**src/rtl/game_screen_ctrl_if.sv**
```systemverilog
// Signal bundle between the DTG/You_Win_Top side and game_screen_ctrl.
// The controller sits on the slave side; the master side drives timing, pixels and buttons.
interface game_screen_ctrl_if;
    logic [9:0]  pix_row;
    logic [9:0]  pix_col;
    logic        video_on;
    logic [11:0] game_pixel;
    logic [11:0] you_win_pixel;
    logic        win_flag;
    logic        start_btn;
    logic [11:0] vga_rgb;
    logic        game_run;
    logic        game_reset;
    logic [1:0]  state_out;

    modport master (
        output pix_row, pix_col, video_on, game_pixel, you_win_pixel, win_flag, start_btn,
        input  vga_rgb, game_run, game_reset, state_out
    );

    modport slave (
        input  pix_row, pix_col, video_on, game_pixel, you_win_pixel, win_flag, start_btn,
        output vga_rgb, game_run, game_reset, state_out
    );
endinterface

```
**src/rtl/game_screen_ctrl.sv**
```systemverilog
// Game-flow controller: IDLE/PLAY/WIN/RESTART sequencing, final VGA colour selection
// and the one-cycle game reset pulse that clears score and sprites.
module game_screen_ctrl #(
    parameter int PIX_DLY         = 3,
    parameter int WIN_HOLD_FRAMES = 180,
    parameter int FRAME_CNT_W     = 8
) (
    input logic              clk,
    input logic              reset,
    game_screen_ctrl_if.slave bus
);

    typedef enum logic [1:0] {
        IDLE    = 2'd0,
        PLAY    = 2'd1,
        WIN     = 2'd2,
        RESTART = 2'd3
    } state_t;

    localparam logic [FRAME_CNT_W-1:0] HOLD_LAST = FRAME_CNT_W'(WIN_HOLD_FRAMES - 1);
    localparam logic [FRAME_CNT_W-1:0] CNT_MAX   = '1;

    state_t                 state;
    state_t                 next_state;
    logic [FRAME_CNT_W-1:0] frame_cnt;
    logic                   cnt_clear;
    logic                   cnt_inc;

    logic [11:0]            pix_pipe [PIX_DLY];
    logic [PIX_DLY-1:0]     von_pipe;
    logic [11:0]            pix_dly;
    logic                   von_dly;

    logic                   start_prev;
    logic                   origin_prev;
    logic                   at_origin;
    logic                   start_edge;
    logic                   frame_tick;

    logic [11:0]            rgb_next;
    logic                   run_next;
    logic                   greset_next;

    logic [11:0]            vga_rgb_q;
    logic                   game_run_q;
    logic                   game_reset_q;

    assign at_origin  = (bus.pix_row == 10'd0) && (bus.pix_col == 10'd0);
    assign start_edge = bus.start_btn && !start_prev;
    assign frame_tick = at_origin && !origin_prev;
    assign pix_dly    = pix_pipe[PIX_DLY-1];
    assign von_dly    = von_pipe[PIX_DLY-1];

    // Delay the game scene and its blanking flag to line up with you_win_pixel.
    always_ff @(posedge clk) begin
        if (reset) begin
            for (int i = 0; i < PIX_DLY; i++) begin
                pix_pipe[i] <= 12'h000;
                von_pipe[i] <= 1'b0;
            end
        end else begin
            pix_pipe[0] <= bus.game_pixel;
            von_pipe[0] <= bus.video_on;
            for (int i = 1; i < PIX_DLY; i++) begin
                pix_pipe[i] <= pix_pipe[i-1];
                von_pipe[i] <= von_pipe[i-1];
            end
        end
    end

    always_ff @(posedge clk) begin
        if (reset) begin
            start_prev  <= 1'b0;
            origin_prev <= 1'b0;
        end else begin
            start_prev  <= bus.start_btn;
            origin_prev <= at_origin;
        end
    end

    always_ff @(posedge clk) begin
        if (reset) begin
            state     <= IDLE;
            frame_cnt <= '0;
        end else begin
            state <= next_state;
            if (cnt_clear) begin
                frame_cnt <= '0;
            end else if (cnt_inc) begin
                frame_cnt <= frame_cnt + 1'b1;
            end
        end
    end

    // win_flag is only honoured in PLAY so a stale flag cannot leave IDLE.
    always_comb begin
        next_state = state;
        cnt_clear  = 1'b0;
        cnt_inc    = 1'b0;
        case (state)
            IDLE: begin
                if (start_edge) begin
                    next_state = PLAY;
                end
            end
            PLAY: begin
                if (bus.win_flag) begin
                    next_state = WIN;
                    cnt_clear  = 1'b1;
                end
            end
            WIN: begin
                if (frame_tick) begin
                    if (frame_cnt == HOLD_LAST) begin
                        next_state = RESTART;
                    end else if (frame_cnt != CNT_MAX) begin
                        cnt_inc = 1'b1;
                    end
                end
            end
            RESTART: begin
                next_state = IDLE;
            end
            default: begin
                next_state = IDLE;
            end
        endcase
    end

    // Outputs are decoded from next_state so their registers line up with state_out.
    always_comb begin
        rgb_next    = 12'h000;
        run_next    = (next_state == PLAY);
        greset_next = ((state == IDLE) && (next_state == PLAY)) || (next_state == RESTART);
        if (von_dly) begin
            case (next_state)
                IDLE, PLAY: rgb_next = pix_dly;
                WIN:        rgb_next = bus.you_win_pixel;
                default:    rgb_next = 12'h000;
            endcase
        end
    end

    always_ff @(posedge clk) begin
        if (reset) begin
            vga_rgb_q    <= 12'h000;
            game_run_q   <= 1'b0;
            game_reset_q <= 1'b0;
        end else begin
            vga_rgb_q    <= rgb_next;
            game_run_q   <= run_next;
            game_reset_q <= greset_next;
        end
    end

    assign bus.vga_rgb    = vga_rgb_q;
    assign bus.game_run   = game_run_q;
    assign bus.game_reset = game_reset_q;
    assign bus.state_out  = state;

endmodule

```
**src/flat_wrapper.sv**
```systemverilog
// flat-port wrapper written by rule: the top's interface ports become plain ports
module game_screen_ctrl_flat 
#(
    parameter int PIX_DLY         = 3,
    parameter int WIN_HOLD_FRAMES = 180,
    parameter int FRAME_CNT_W     = 8
)
  (clk, reset, bus_pix_row, bus_pix_col, bus_video_on, bus_game_pixel, bus_you_win_pixel, bus_win_flag, bus_start_btn, bus_vga_rgb, bus_game_run, bus_game_reset, bus_state_out);
  game_screen_ctrl_if bus_i ();
  input logic clk;
  input logic reset;
  input wire logic [$bits(bus_i.pix_row)-1:0] bus_pix_row;
  input wire logic [$bits(bus_i.pix_col)-1:0] bus_pix_col;
  input wire logic [$bits(bus_i.video_on)-1:0] bus_video_on;
  input wire logic [$bits(bus_i.game_pixel)-1:0] bus_game_pixel;
  input wire logic [$bits(bus_i.you_win_pixel)-1:0] bus_you_win_pixel;
  input wire logic [$bits(bus_i.win_flag)-1:0] bus_win_flag;
  input wire logic [$bits(bus_i.start_btn)-1:0] bus_start_btn;
  output wire logic [$bits(bus_i.vga_rgb)-1:0] bus_vga_rgb;
  output wire logic [$bits(bus_i.game_run)-1:0] bus_game_run;
  output wire logic [$bits(bus_i.game_reset)-1:0] bus_game_reset;
  output wire logic [$bits(bus_i.state_out)-1:0] bus_state_out;
  assign bus_i.pix_row = bus_pix_row;
  assign bus_i.pix_col = bus_pix_col;
  assign bus_i.video_on = bus_video_on;
  assign bus_i.game_pixel = bus_game_pixel;
  assign bus_i.you_win_pixel = bus_you_win_pixel;
  assign bus_i.win_flag = bus_win_flag;
  assign bus_i.start_btn = bus_start_btn;
  assign bus_vga_rgb = bus_i.vga_rgb;
  assign bus_game_run = bus_i.game_run;
  assign bus_game_reset = bus_i.game_reset;
  assign bus_state_out = bus_i.state_out;
  game_screen_ctrl #(.PIX_DLY(PIX_DLY), .WIN_HOLD_FRAMES(WIN_HOLD_FRAMES), .FRAME_CNT_W(FRAME_CNT_W)) u_core (.clk(clk), .reset(reset), .bus(bus_i));
endmodule
```
**config.mk**
```make
export PLATFORM = sky130hd
export DESIGN_NAME = game_screen_ctrl_flat
export DESIGN_NICKNAME = d
export VERILOG_FILES = /design/src/rtl/game_screen_ctrl_if.sv /design/src/rtl/game_screen_ctrl.sv /design/src/flat_wrapper.sv
export SDC_FILE = /design/constraint.sdc
export NUM_CORES = 1
export LEC_CHECK = 0
export ABC_AREA = 1
export BUFFER_PORTS_ARGS = -buffer_cell sky130_fd_sc_hd__buf_2
export CORE_ASPECT_RATIO = 2
export CORE_MARGIN = 4
export CORE_UTILIZATION = 55
export DETAILED_ROUTE_END_ITERATION = 16
export PLACE_DENSITY = 0.83
export SYNTH_ARGS = -nofsm -noshare
export SYNTH_HDL_FRONTEND = slang
export SYNTH_SLANG_ARGS = --single-unit
```
**constraint.sdc**
```tcl
create_clock -name clk -period 4.5 [get_ports clk]
set_input_delay 0.45 -clock clk [delete_from_list [all_inputs] [get_ports clk]]
set_output_delay 0.45 -clock clk [all_outputs]
set_load 0.005 [all_outputs]
```
==> flow_metrics.py <==
metrics = {
    "run_status": {
        "status": "finished, final reports clean",
    },
    "critical_path": {
        "cp_data_required_time_ns": 4.70,
        "cp.arrival_ns": 2.12,
        "worst-path-max-fanout": 12,
        "r2r-start": "u_core.frame_cnt[0]",
        "critPathKind": "reg -> reg",
        "startpoint": "u_core.frame_cnt[0]",
        "endpoint_kind": "flop",
        "startpoint_type": "flop",
        "worst-r2r-cell-count": 9,
    },
    "logic_synthesis": {
        "synth.most_common_cell": "dfxtp_1",
        "synthTopCellsByCount": "dfxtp_1 (65), nor2_1 (62), inv_1 (50), nand2_1 (30), nand3_2 (12)",
        "yosysWarnings": 0,
        "synth_top_area_share_pct": 53.1,
        "ys_seq_elements": 65,
        "synth_nets": 339,
        "synth_edf_count": 0,
        "synth_top_cell_by_area": "dfxtp_1",
        "syn_inst": 289,
        "synthTopCellsByArea": "dfxtp_1 (53%), nor2_1 (9.5%), inv_1 (7.7%)",
        "netlist_area_sq_mm": 0.00245,
        "netlist-cell-type-count": 30,
        "ys_async_sr_fraction_pct": 0,
        "ys_seq_area_share_pct": 53.1,
        "synth_top_flop_cell": "dfxtp_1",
        "synth.avg_cell_area_sq_um": 8.49,
    },
    "global_routing": {
        "gr-total-overflow": 0,
        "grt_first_pass_wirelength_um": 7280,
        "grt_pass1_vias": 1747,
        "antenna_found_initial": 0,
        "grt_use_total_pct": 16.6,
        "grt_start_max_net_pins": 45,
    },
    "cells_and_area": {
        "nNetsFinal": 404,
        "multiInputGateArea_sq_um": 881,
        "nFillCells": 373,
        "layout-drive-gt1-share_pct": 32.6,
        "num_antenna_cells": 0,
        "ff_latch_area_sq_mm": 0.00130,
        "syn_to_final_growth_pct": 21.1,
    },
    "floorplan": {
        "core_sq_mm": 0.00434,
        "die_height_um": 102,
        "die_w_um": 55.2,
        "start_util_pct": 56.5,
        "dieArea_sq_mm": 0.00566,
        "io_pins": 65,
        "rows": 34,
    },
    "sta": {
        "fin_crit_sh_pct": 42.7,
        "maxSlewHeadroom_pct": 52.8,
        "setup_viol": 0,
        "slew_violations": 0,
        "fmax_ghz": 0.520,
        "finalWorstSetupSlack_ns": 2.58,
        "min_period_ns": 1.92,
        "worst_pin_slew_ns": 0.708,
        "tns_ns": 0,
        "finClkSkew_ns": 0.00646,
        "hold_violations": 0,
        "rsz0062_at_grt": "false",
    },
    "worst_hold_path": {
        "hold_class": "in -> reg",
        "min_from": "bus_game_pixel[1]",
        "hold_depth": 3,
    },
    "pwr": {
        "vdd_drop_max_mv": 0.353,
        "p_leak_nw": 1.34,
        "power_density_mw_per_mm2": 388,
        "total_power_mw": 1.15,
    },
    "clock_network": {
        "clockBufferDepth": 2,
        "cts_inserted_buffers": 9,
        "post-cts-setup-buffers": 0,
        "numClockSinks": 65,
        "ctsHoldBuffers": 0,
        "cts_tree": "built",
        "cts-resized-gates": 0,
        "clkTransAtPathRegs_ns": 0.07,
        "clk_latency_ns": 0.33,
        "htreeDepth": 3,
        "cts-root-buf": "clkbuf_8",
    },
    "routing": {
        "drt_iter0_markers": 35,
        "wl_um": 4360,
        "postRouteAntennaNets": 0,
        "drc": 0,
        "vias_per_cell": 4.52,
        "vias": 1865,
        "wl_per_cell_um": 10.5,
        "first_pass_iters": 4,
    },
    "flow_run": {
        "maxCapViolations": 0,
    },
    "placed_design": {
        "port_buffers": 64,
        "place.gp.congestion": 0.742,
        "preCtsSetupSlack_ns": 2.54,
        "hpwl_um": 3240,
    },
}
[final cells by class]
cell class | count | area share [%]
repair buffers | 64 | 10.8
flip-flops and latches | 65 | 43.8
clock inverters | 3 | 0.800
clock buffers | 13 | 5.69
well taps | 54 | 2.27
inverters | 55 | 6.99
multi-input cells | 159 | 29.7
[cells in the final DEF, fill, tap and decap left out, drive strengths merged]
cell type	count
inv	54
clkinv	2
nand2	31
clkinvlp	2
nor3b	1
a21oi	19
nand3	19
ha	1
clkbuf	13
nor2	67
and2	2
dfxtp	65
xor2	4
nor3	3
o211ai	1
buf	64
o21ai	4
nand4	6
xnor2	1
[cell families after synthesis]
logic type                 after synthesis  share of synthesized area, %
DFF                                     65                          53.1
adders and majority gates                1                         0.510
and+or+nand+nor                        129                          26.9
buffers and inverters                   65                          11.0
xor gates and xnor gates                 5                          1.79
AOI/OAI and AO/OA                       24                          6.68
[worst max-delay path, stage by stage, from the launching register on]
cell and delay (ns):
dfxtp_1 0.37, ha_1 0.23, nor3b_1 0.21, nand2_1 0.09, nor2_1 0.09, nand3_1 0.09
nand2_1 0.08, nand2_1 0.34, nand3_1 0.20, a21oi_1 0.08
[flip-flops by register name, indices dropped and copies added, names as in the netlist]
name and flops:
u_core.pix_pipe 36, u_core.bus.vga_rgb 12, u_core.bus.game_run 1, u_core.frame_cnt 8, u_core.origin_prev 1, u_core.bus.state_out 2
u_core.von_pipe 3, u_core.start_prev 1, u_core.bus.game_reset 1
[through the flow]
step,instance area [sq um],hold slack (ns),cells,utilization [%]
floorplan,2450,0.388,289,-
global placement,2780,0.389,397,64.0
detailed placement,2780,0.392,397,64.0
CTS,2970,0.302,413,68.5
global route,2970,0.303,413,68.5
finish,2970,0.313,413,68.5
[worst paths after layout]
check,to,slack [ns]
max,u_core.bus.vga_rgb[1],2.58
min,u_core.pix_pipe[0][1],0.31
max reg2reg,u_core.bus.vga_rgb[1],2.58
min reg2reg,u_core.pix_pipe[0][27],0.40
[metal layers]
layer	vias up	share of wire (%)	wire (um)	track usage [%]
li1	1002	-	-	-
met1	817	35	1520	15.3
met2	39	58	2520	31.6
met3	7	5.2	226	5.06
met4	0	2.0	87	9.55
met5	-	0	0	0
[power by group]
group / leakage [nW] / switching, mW / internal [mW]
Sequential: 0.531 / 0.00741 / 0.594
Clock: 0.0919 / 0.212 / 0.246
Combinational: 0.714 / 0.0575 / 0.0356
Total: 1.34 / 0.276 / 0.876
No activity file was read; power rests on OpenSTA's default activity.
